File: src/rtl/spi_cfg_responder_if.sv
// SPI configuration link between the MCU (initiator) and the guest responder.
//   SPI_SCK    : SPI clock from the MCU, asynchronous to the guest clock
//   SPI_DI     : MOSI, MCU -> guest
//   CONF_DATA0 : active-low transaction select
//   SPI_DO     : MISO, guest -> MCU
interface spi_cfg_responder_if;
  logic SPI_SCK;
  logic SPI_DI;
  logic CONF_DATA0;
  logic SPI_DO;

  modport master (output SPI_SCK, output SPI_DI, output CONF_DATA0, input SPI_DO);
  modport slave  (input SPI_SCK, input SPI_DI, input CONF_DATA0, output SPI_DO);
endinterface

File: src/rtl/spi_cfg_responder.sv
// Guest-side SPI mode-0 responder for the MCU configuration link. The SPI lines
// are oversampled in the guest clock and decoded into command/payload
// transactions that drive joystick, PS/2 keyboard/mouse and status outputs.
// CORE_TYPE is shifted back to the MCU during the command byte.
//   clk, reset      : guest clock, synchronous active-high reset
//   spi             : SPI link (slave modport)
//   joystick_0/1    : last payload byte of command 0x02 / 0x03
//   ps2_kbd_*       : keyboard byte plus one-clk valid (command 0x05)
//   ps2_mouse_*     : three mouse bytes plus one-clk valid (command 0x04)
//   status          : last payload byte of command 0x15
module spi_cfg_responder #(
  parameter logic [7:0] CORE_TYPE = 8'hA4
) (
  input  logic                clk,
  input  logic                reset,
  spi_cfg_responder_if.slave  spi,
  output logic [7:0]          joystick_0,
  output logic [7:0]          joystick_1,
  output logic [7:0]          ps2_kbd_data,
  output logic                ps2_kbd_valid,
  output logic [23:0]         ps2_mouse_data,
  output logic                ps2_mouse_valid,
  output logic [7:0]          status
);
  localparam int unsigned BYTE_W  = 8;
  localparam int unsigned MOUSE_W = 3 * BYTE_W;

  typedef enum logic [2:0] {
    ST_IDLE, ST_JOY0, ST_JOY1, ST_MOUSE, ST_KBD, ST_STAT, ST_IGNORE
  } state_e;

  logic sck_s1_q, sck_s2_q, sck_s3_q, di_s1_q, di_s2_q, cs_s1_q, cs_s2_q;
  logic sck_s1_d, sck_s2_d, sck_s3_d, di_s1_d, di_s2_d, cs_s1_d, cs_s2_d;
  logic [1:0]          vld_q, vld_d;
  logic                armed_q, armed_d, sel_q, sel_d;
  logic [2:0]          bit_cnt_q, bit_cnt_d;
  logic [6:0]          shift_q, shift_d;
  logic                first_byte_q, first_byte_d;
  logic [BYTE_W-1:0]   rx_byte_q, rx_byte_d;
  logic                byte_done_q, byte_done_d;
  logic                do_q, do_d;
  state_e              state_q, state_d;
  logic [1:0]          mouse_cnt_q, mouse_cnt_d;
  logic [15:0]         mouse_stage_q, mouse_stage_d;
  logic [BYTE_W-1:0]   joy0_q, joy0_d, joy1_q, joy1_d, status_q, status_d;
  logic [BYTE_W-1:0]   kbd_data_q, kbd_data_d;
  logic                kbd_valid_q, kbd_valid_d, mouse_valid_q, mouse_valid_d;
  logic [MOUSE_W-1:0]  mouse_data_q, mouse_data_d;

  logic sck_rise_c, sck_fall_c, sel_c, byte_complete_c;

  // Armed only after a genuine deselect has been seen since reset, so a
  // transaction interrupted by reset is ignored until re-select.
  assign sck_rise_c      = sck_s2_q & ~sck_s3_q;
  assign sck_fall_c      = ~sck_s2_q & sck_s3_q;
  assign sel_c           = armed_q & ~cs_s2_q;
  assign byte_complete_c = sck_rise_c & (bit_cnt_q == 3'd7);

  // Synchronisers, bit/byte framing and MISO shifting
  always_comb begin
    sck_s1_d     = spi.SPI_SCK;
    sck_s2_d     = sck_s1_q;
    sck_s3_d     = sck_s2_q;
    di_s1_d      = spi.SPI_DI;
    di_s2_d      = di_s1_q;
    cs_s1_d      = spi.CONF_DATA0;
    cs_s2_d      = cs_s1_q;
    vld_d        = {vld_q[0], 1'b1};
    armed_d      = armed_q | (vld_q[1] & cs_s2_q);
    sel_d        = sel_c;
    bit_cnt_d    = bit_cnt_q;
    shift_d      = shift_q;
    first_byte_d = first_byte_q;
    rx_byte_d    = rx_byte_q;
    byte_done_d  = 1'b0;
    do_d         = do_q;
    // Completion is not gated by sel so a byte finishing as sel drops still counts
    if (byte_complete_c) begin
      rx_byte_d   = {shift_q, di_s2_q};
      byte_done_d = 1'b1;
    end
    if (!sel_c) begin
      bit_cnt_d    = 3'd0;
      first_byte_d = 1'b1;
      do_d         = 1'b0;
    end else begin
      if (sck_rise_c) begin
        shift_d   = {shift_q[5:0], di_s2_q};
        bit_cnt_d = bit_cnt_q + 3'd1;
        if (bit_cnt_q == 3'd7) first_byte_d = 1'b0;
      end
      // bit_cnt counts bits already taken, so it selects the next MISO bit
      if (!sel_q || sck_fall_c)
        do_d = first_byte_q ? CORE_TYPE[3'd7 - bit_cnt_q] : 1'b0;
    end
  end

  // Command decode and output registers
  always_comb begin
    state_d       = state_q;
    mouse_cnt_d   = mouse_cnt_q;
    mouse_stage_d = mouse_stage_q;
    joy0_d        = joy0_q;
    joy1_d        = joy1_q;
    status_d      = status_q;
    kbd_data_d    = kbd_data_q;
    kbd_valid_d   = 1'b0;
    mouse_data_d  = mouse_data_q;
    mouse_valid_d = 1'b0;
    if (byte_done_q) begin
      case (state_q)
        ST_IDLE: begin
          case (rx_byte_q)
            8'h02:   state_d = ST_JOY0;
            8'h03:   state_d = ST_JOY1;
            8'h04: begin
              state_d     = ST_MOUSE;
              mouse_cnt_d = 2'd0;
            end
            8'h05:   state_d = ST_KBD;
            8'h15:   state_d = ST_STAT;
            default: state_d = ST_IGNORE;
          endcase
        end
        ST_JOY0: joy0_d   = rx_byte_q;
        ST_JOY1: joy1_d   = rx_byte_q;
        ST_STAT: status_d = rx_byte_q;
        ST_KBD: begin
          kbd_data_d  = rx_byte_q;
          kbd_valid_d = 1'b1;
        end
        ST_MOUSE: begin
          if (mouse_cnt_q == 2'd2) begin
            mouse_data_d  = {mouse_stage_q, rx_byte_q};
            mouse_valid_d = 1'b1;
            state_d       = ST_IGNORE;
          end else begin
            mouse_stage_d = {mouse_stage_q[7:0], rx_byte_q};
            mouse_cnt_d   = mouse_cnt_q + 2'd1;
          end
        end
        default: ;
      endcase
    end
    // Hold state for one more clk if a byte completes as sel drops
    if (!sel_c && !byte_complete_c) state_d = ST_IDLE;
  end

  always_ff @(posedge clk) begin
    if (reset) begin
      sck_s1_q <= 1'b0; sck_s2_q <= 1'b0; sck_s3_q <= 1'b0;
      di_s1_q  <= 1'b0; di_s2_q  <= 1'b0;
      cs_s1_q  <= 1'b1; cs_s2_q  <= 1'b1;
      vld_q         <= 2'b00;
      armed_q       <= 1'b0;
      sel_q         <= 1'b0;
      bit_cnt_q     <= 3'd0;
      shift_q       <= 7'd0;
      first_byte_q  <= 1'b1;
      rx_byte_q     <= 8'd0;
      byte_done_q   <= 1'b0;
      do_q          <= 1'b0;
      state_q       <= ST_IDLE;
      mouse_cnt_q   <= 2'd0;
      mouse_stage_q <= 16'd0;
      joy0_q        <= 8'd0;
      joy1_q        <= 8'd0;
      status_q      <= 8'd0;
      kbd_data_q    <= 8'd0;
      kbd_valid_q   <= 1'b0;
      mouse_data_q  <= 24'd0;
      mouse_valid_q <= 1'b0;
    end else begin
      sck_s1_q <= sck_s1_d; sck_s2_q <= sck_s2_d; sck_s3_q <= sck_s3_d;
      di_s1_q  <= di_s1_d;  di_s2_q  <= di_s2_d;
      cs_s1_q  <= cs_s1_d;  cs_s2_q  <= cs_s2_d;
      vld_q         <= vld_d;
      armed_q       <= armed_d;
      sel_q         <= sel_d;
      bit_cnt_q     <= bit_cnt_d;
      shift_q       <= shift_d;
      first_byte_q  <= first_byte_d;
      rx_byte_q     <= rx_byte_d;
      byte_done_q   <= byte_done_d;
      do_q          <= do_d;
      state_q       <= state_d;
      mouse_cnt_q   <= mouse_cnt_d;
      mouse_stage_q <= mouse_stage_d;
      joy0_q        <= joy0_d;
      joy1_q        <= joy1_d;
      status_q      <= status_d;
      kbd_data_q    <= kbd_data_d;
      kbd_valid_q   <= kbd_valid_d;
      mouse_data_q  <= mouse_data_d;
      mouse_valid_q <= mouse_valid_d;
    end
  end

  assign spi.SPI_DO      = do_q;
  assign joystick_0      = joy0_q;
  assign joystick_1      = joy1_q;
  assign status          = status_q;
  assign ps2_kbd_data    = kbd_data_q;
  assign ps2_kbd_valid   = kbd_valid_q;
  assign ps2_mouse_data  = mouse_data_q;
  assign ps2_mouse_valid = mouse_valid_q;
endmodule

File: src/flat_wrapper.sv
// flat-port wrapper written by rule: the top's interface ports become plain ports
module spi_cfg_responder_flat 
#(
  parameter logic [7:0] CORE_TYPE = 8'hA4
)
  (clk, reset, joystick_0, joystick_1, ps2_kbd_data, ps2_kbd_valid, ps2_mouse_data, ps2_mouse_valid, status, spi_SPI_SCK, spi_SPI_DI, spi_CONF_DATA0, spi_SPI_DO);
  spi_cfg_responder_if spi_i ();
  input  logic clk;
  input  logic reset;
  output logic [7:0] joystick_0;
  output logic [7:0] joystick_1;
  output logic [7:0] ps2_kbd_data;
  output logic ps2_kbd_valid;
  output logic [23:0] ps2_mouse_data;
  output logic ps2_mouse_valid;
  output logic [7:0] status;
  input wire logic [$bits(spi_i.SPI_SCK)-1:0] spi_SPI_SCK;
  input wire logic [$bits(spi_i.SPI_DI)-1:0] spi_SPI_DI;
  input wire logic [$bits(spi_i.CONF_DATA0)-1:0] spi_CONF_DATA0;
  output wire logic [$bits(spi_i.SPI_DO)-1:0] spi_SPI_DO;
  assign spi_i.SPI_SCK = spi_SPI_SCK;
  assign spi_i.SPI_DI = spi_SPI_DI;
  assign spi_i.CONF_DATA0 = spi_CONF_DATA0;
  assign spi_SPI_DO = spi_i.SPI_DO;
  spi_cfg_responder #(.CORE_TYPE(CORE_TYPE)) u_core (.clk(clk), .reset(reset), .spi(spi_i), .joystick_0(joystick_0), .joystick_1(joystick_1), .ps2_kbd_data(ps2_kbd_data), .ps2_kbd_valid(ps2_kbd_valid), .ps2_mouse_data(ps2_mouse_data), .ps2_mouse_valid(ps2_mouse_valid), .status(status));
endmodule
File: config.mk
export PLATFORM = sky130hd
export DESIGN_NAME = spi_cfg_responder_flat
export DESIGN_NICKNAME = d
export VERILOG_FILES = /design/src/rtl/spi_cfg_responder_if.sv /design/src/rtl/spi_cfg_responder.sv /design/src/flat_wrapper.sv
export SDC_FILE = /design/constraint.sdc
export NUM_CORES = 1
export LEC_CHECK = 0
export ABC_AREA = 1
export CELL_PAD_IN_SITES_DETAIL_PLACEMENT = 0
export CELL_PAD_IN_SITES_GLOBAL_PLACEMENT = 1
export CORE_MARGIN = 5
export CORE_UTILIZATION = 31
export CTS_CLUSTER_SIZE = 30
export DETAILED_ROUTE_END_ITERATION = 10
export PLACE_DENSITY = 0.77
export SLEW_MARGIN = 0
export SYNTH_ARGS = -nofsm -noshare
export SYNTH_HDL_FRONTEND = slang
export SYNTH_SLANG_ARGS = --single-unit
File: constraint.sdc
create_clock -name clk -period 1.4 [get_ports clk]
set_input_delay 0.14 -clock clk [delete_from_list [all_inputs] [get_ports clk]]
set_output_delay 0.14 -clock clk [all_outputs]
set_load 0.01 [all_outputs]
==> run_results.csv, run 1 <==
group,metric,value,unit
worst_setup_path,regToRegStartpoint,"u_core.mouse_cnt_q[0]",
clocking,clockBufferDepth,2,
synthesis,ys_types,25,
worst_setup_path,cp.depth,1,
synthesis,synthMuxAreaShare,0,%
final_layout,final_cell_area,5370,sq um
worst_setup_path,crit_start,"u_core.joystick_1[3]",
detailed_routing,wl,9460,microns
pwr,vdd_drop_max,680,uV
final_layout,final_cells,721,
worst_setup_path,cp_top_family,"buffers and inverters",
worst_hold_path,hp-start,"spi_SPI_SCK",
worst_setup_path,path_buf_inv,1,
global_routing,grt_pass1_wl,15200,microns
global_routing,grt_overflow,0,
global_routing,grt_use_total,12.8,%
timing,timing.final.ws_setup,0.0314,ns
timing,period_share,97.8,%
job,cap_violations,0,
placement,hpwl,6490,microns
placement,place_ws,-0.0567,ns
final_layout,num_antenna_cells,0,
worst_setup_path,path_class,"register to output pin",
detailed_routing,wire_per_inst,13.1,microns
clocking,hold_buffers,0,
floorplanning,initial_core_util,31.9,%
floorplanning,core_area,12200,sq um
worst_setup_path,max_stage_delay,0.54,ns
detailed_routing,vias_per_cell,4.60,
clocking,clock_sinks,111,
worst_setup_path,cp.arrival,1.23,ns
final_layout,final_nets,557,
synthesis,synth_area,3880,sq um
detailed_routing,vias,3317,
final_layout,syn_to_final_growth,38.2,%
clocking,cts_tree,"built",
placement,post_dp_cell_area,4880,sq um
final_layout,mostFrequentLayoutCell,"dfxtp_1",
detailed_routing,drt_iter0_drc,147,
worst_setup_path,r2r_setup_slack,0.08,ns
placement,place_inst,703,
floorplanning,row_count,40,
worst_setup_path,cp.required,1.26,ns
worst_setup_path,critical_path.cell_chain,"clkdlybuf4s50_1",
detailed_routing,drc,0,
clocking,path_clk_slew,0.07,ns
synthesis,synth_compound_area_share,21.0,%
worst_setup_path,slowest_stage,"clkdlybuf4s50_1",
clocking,htree_levels,3,
worst_setup_path,reg2reg_depth,7,
floorplanning,dieHeight,122,microns
clocking,cts_buffers,9,
global_routing,grt_max_degree,76,
synthesis,ys_seq_area_share,57.2,%
floorplanning,design.die.area,14900,sq um
floorplanning,boundaryPins,64,
worst_setup_path,worst_setup_path_end_kind,"output pin",
worst_setup_path,rr_endpoint,"u_core.ps2_mouse_data[0]",
synthesis,synth_area_per_cell,8.24,sq um
timing,max_slew_margin,80.7,%
synthesis,synth-adder-area-share,1.29,%
synthesis,ys_seq_elements,111,
synthesis,synth_xor_area_share,0,%
timing,fin_crit,1.37,ns
placement,port_buffers,63,
worst_hold_path,hp-class,"input pin to register",
floorplanning,die_w,122,microns
worst_setup_path,startpoint_type,"register",
timing,hold_viol,0,
worst_hold_path,hold_end,"u_core.sck_s1_q",
timing,setup-violations-final,0,
clocking,root_buffer,"clkbuf_16",
detailed_routing,drtPass1Iterations,5,
worst_hold_path,min_path_cells,3,
timing,skew,0.0104,ns
final_layout,final_util,44.1,%
synthesis,yosys_warnings,0,
worst_setup_path,critical_path.max_fanout,2,
final_layout,drive_gt1_share,11.4,%
clocking,clk_latency,0.35,ns
global_routing,grt_pass1_vias,3142,
pwr,p_leak,2.73,nW
placement,gp_congestion,0.840,
pwr,power_density,1120,nW/um^2
status,status,"finished clean",
timing,slew_violations,0,
global_routing,antenna_found_initial,0,
synthesis,synth_nets,480,
synthesis,syn-instance-count,471,
synthesis,synthSimpleGateAreaFrac,14.2,%
timing,max_freq,731,MHz
pwr,total_power,5.99,mW
detailed_routing,antenna_left,0,
final_layout,final_cell_mix,"dfxtp_1 (107), o21ai_0 (78), a21oi_1 (77)",
synthesis,synth_top_family_by_area,"compound AO/OA/AOI/OAI gates",
timing,max_slew.worst_pin.slew,0.289,ns
-- state kept, by name, summed over array words and instances (netlist names), 3 cells and up --
name                   count
u_core.bit_cnt_q           3
u_core.joystick_0          8
u_core.joystick_1          8
u_core.mouse_stage_q      16
u_core.ps2_kbd_data        8
u_core.ps2_mouse_data     24
u_core.rx_byte_q           8
u_core.shift_q             7
u_core.state_q             3
u_core.status              8
-- cell type report --
| type | instances | area, sq um |
|---|---|---|
| clock inverters | 3 | 47.5 |
| well taps | 168 | 210 |
| flip-flops and latches | 111 | 2230 |
| repair buffers | 89 | 1020 |
| inverters | 36 | 136 |
| multi-input cells | 301 | 1440 |
| clock buffers | 13 | 280 |
| fillers | 1187 | 6800 |
-- per-layer routing --
layer	track usage (%)	vias to the layer above	wire [microns]
met4	4.20	0	112
met2	21.7	57	4690
met5	0	-	0
li1	-	1712	-
met1	15.7	1541	4260
met3	3.67	7	402
-- how the worst max path moves through the flow --
stage | slack, ns | to
after floorplan | 0.007 | u_core.rx_byte_q[7]
after global placement | -0.04 | u_core.state_q[1]
after detailed placement | -0.06 | u_core.state_q[1]
after CTS | 0.002 | ps2_mouse_data[2]
after global routing | -0.02 | u_core.ps2_mouse_data[0]
final | 0.03 | joystick_1[3]
-- worst min-delay path, stage by stage --
cell and delay [ns]:
clkdlybuf4s50_1 0.40, inv_1 0.05, nor2_1 0.03
-- cells by family (layout without fill, tap and decap cells) --
family / after synthesis / in the layout
compound gates: 162 / 162
fa+ha+maj: 4 / 4
buf+inv: 59 / 141
flops: 111 / 111
simple gates: 135 / 135
-- cell usage after synthesis --
master    number  area, sq um
buf_6          1         11.3
nand2_1       56          210
nand2_2        1         6.26
clkinv_1       1         3.75
inv_2          3         11.3
o21ai_0       81          405
ha_1           4         50.1
a21oi_1       78          390
nand3_1       10         50.1
nor3_1         1         5.00
buf_2          6         30.0
a21boi_0       1         7.51
or2_0          1         6.26
inv_1         32          120
clkbuf_1      13         48.8
or2_2          3         18.8
buf_1          1         3.75
nor2_2         3         18.8
o211ai_1       1         7.51
nor2_1        58          218
dfxtp_1      111         2220
nor2_4         1         11.3
buf_4          2         15.0
nand4_1        1         6.26
o21ai_1        1         5.00
-- per-stage QoR --
stage          hold WS, ns  setup TNS, ns
2_1_floorplan        0.244              0
3_5_place_dp         0.396        -0.0567
4_1_cts              0.300              0
5_1_grt              0.308        -0.0238
3_3_place_gp         0.391        -0.0449
6_report             0.302              0
-- power by group --
part,leakage (nW),total [mW],internal (mW),switching [mW]
registers,0.898,3.18,3.17,0.00508
logic,1.67,0.107,0.0409,0.0663
clock network,0.162,2.71,1.59,1.12
total,2.73,5.99,4.80,1.19
-- what timing repair did --
item	4_1_cts	5_1_grt
cloned	0	1
endpoints found under the setup margin	5	87
resized for setup	5	52
buffers inserted	0	1
(Power assumes the default switching activity.)
==> run 2, diff against run 1 <==
--- a/config.mk
+++ b/config.mk
@@ -6,13 +6,14 @@
 export NUM_CORES = 1
 export LEC_CHECK = 0
 export ABC_AREA = 1
+export CAP_MARGIN = 25
 export CELL_PAD_IN_SITES_DETAIL_PLACEMENT = 0
 export CELL_PAD_IN_SITES_GLOBAL_PLACEMENT = 1
 export CORE_MARGIN = 5
-export CORE_UTILIZATION = 31
+export CORE_UTILIZATION = 35
 export CTS_CLUSTER_SIZE = 30
 export DETAILED_ROUTE_END_ITERATION = 10
-export PLACE_DENSITY = 0.77
+export PLACE_DENSITY = 0.85
 export SLEW_MARGIN = 0
 export SYNTH_ARGS = -nofsm -noshare
 export SYNTH_HDL_FRONTEND = slang
==> run_results.csv, run 2 (same netlist as run 1, synthesis figures left out) <==
group,metric,value,unit
status,status,"finished clean",
detailed_routing,drt_iter0_drc,122,
clocking,root_buffer,"clkbuf_8",
final_layout,final_cell_mix,"dfxtp_1 (106), a21oi_1 (77), o21ai_0 (70)",
placement,hpwl,6320,microns
worst_setup_path,cp_top_family,"buffers and inverters",
floorplanning,core_area,10800,sq um
clocking,clockBufferDepth,2,
final_layout,largest_reg_flops,24,
detailed_routing,wl,9250,microns
floorplanning,dieHeight,115,microns
pwr,vdd_drop_max,495,uV
detailed_routing,wire_per_inst,13.2,microns
worst_setup_path,cp.required,1.26,ns
floorplanning,boundaryPins,64,
floorplanning,die_w,115,microns
global_routing,grt_pass1_wl,14600,microns
timing,max_freq,741,MHz
pwr,power_density,1030,nW/um^2
detailed_routing,drc,0,
worst_setup_path,critical_path.max_fanout,1,
worst_setup_path,path_buf_inv,1,
final_layout,mostFrequentLayoutCell,"dfxtp_1",
final_layout,syn_to_final_growth,33.3,%
final_layout,final_cell_area,5180,sq um
floorplanning,design.die.area,13300,sq um
worst_setup_path,slowest_stage,"clkdlybuf4s50_1",
timing,period_share,96.4,%
floorplanning,initial_core_util,35.8,%
job,cap_violations,0,
pwr,p_leak,2.51,nW
clocking,cts_buffers,9,
timing,hold_viol,0,
worst_setup_path,path_class,"register to output pin",
timing,max_slew_margin,78.9,%
worst_setup_path,critical_path.cell_chain,"clkdlybuf4s50_1",
timing,hold_ws,0.283,ns
global_routing,grt_max_degree,76,
global_routing,antenna_found_initial,0,
final_layout,num_antenna_cells,0,
timing,rsz0062_at_grt,"true",
global_routing,grt_overflow,0,
placement,port_buffers,63,
clocking,cts_tree,"built",
worst_hold_path,hp-class,"input pin to register",
placement,post_dp_cell_area,4800,sq um
clocking,clk_latency,0.36,ns
clocking,path_clk_slew,0.10,ns
worst_setup_path,startpoint_type,"register",
detailed_routing,drtPass1Iterations,4,
timing,skew,0.0103,ns
placement,gp_congestion,0.834,
clocking,hold_buffers,0,
timing,setup-violations-final,0,
global_routing,grt_use_total,13.6,%
clocking,clock_sinks,111,
final_layout,drive_gt1_share,13.2,%
detailed_routing,vias_per_cell,4.75,
detailed_routing,vias,3322,
detailed_routing,antenna_left,0,
clocking,htree_levels,3,
timing,fin_crit,1.35,ns
global_routing,grt_pass1_vias,3072,
timing,max_slew.worst_pin.slew,0.317,ns
floorplanning,row_count,38,
final_layout,fillers,1070,
worst_setup_path,max_stage_delay,0.53,ns
worst_setup_path,worst_setup_path_end_kind,"output pin",
final_layout,final_nets,564,
timing,slew_violations,0,
worst_setup_path,cp.arrival,1.21,ns
run 2: cell types whose count changed in the layout (fill, tap and decap cells not counted), sizes merged, moves of 4 or more:
cell / before / now
buf: 25 / 31
dlygate4sd2: 4 / 40
clkdlybuf4s50: 22 / 5
dlymetal6s2s: 37 / 18
clkinvlp: 0 / 4
clkbuf: 14 / 9
run 2: worst paths after layout:
path | cells past startpoint | slack (ns) | from | end
worst max register to register | 7 | 0.06 | u_core.state_q[2] | u_core.joystick_0[3]
worst min register to register | 2 | 0.41 | u_core.vld_q[0] | u_core.vld_q[1]
worst min-delay path | 3 | 0.28 | spi_SPI_DI | u_core.di_s1_q
worst max-delay path | 1 | 0.05 | u_core.ps2_mouse_valid | ps2_mouse_valid
run 2: power breakdown:
part | internal [mW] | leakage, nW | switching, mW | total, mW
clock network | 1.01 | 0.103 | 1.05 | 2.06
logic | 0.0482 | 1.51 | 0.0650 | 0.113
registers | 3.17 | 0.899 | 0.00526 | 3.17
run 2: metrics by stage:
stage / power (mW) / cells / setup slack (ns) / setup TNS [ns] / utilization (%)
final: 5.34 / 699 / 0.0505 / 0 / 47.7
after detailed placement: 3.36 / 674 / -0.177 / -0.848 / 44.3
after global placement: 3.36 / 674 / -0.0846 / -0.0888 / 44.3
after global routing: 5.53 / 699 / -0.0235 / -0.159 / 47.7
after CTS: 5.39 / 689 / 0.0000888 / 0 / 45.9
after floorplan: 3.32 / 471 / 0.00747 / 0 / -
run 2: what timing repair did:
action                     4_1_cts  5_1_grt
gates resized for setup         44       55
buffers inserted                 0        7
cloned                           0        3
setup endpoints to repair       57       77
pin swaps                        0        3
run 2: metal layers:
metal / global-route usage, % / vias to the layer above / share of wire, %
met1: 17.4 / 1533 / 46
li1: - / 1721 / -
met2: 23.1 / 63 / 50
met4: 3.99 / 0 / 0.53
met3: 2.68 / 5 / 3.7
met5: 0 / - / 0
run 2: area by class of cell:
class	instances	area (sq um)	share of cell area, %
Timing Repair inverter	1	6.26	0.121
Clock inverter	6	95.1	1.84
Tap cell	140	175	3.38
Multi-Input combinational cell	302	1480	28.6
Timing Repair Buffer	94	907	17.5
Inverter	36	155	3.00
Clock buffer	9	124	2.39
Sequential cell	111	2230	43.1
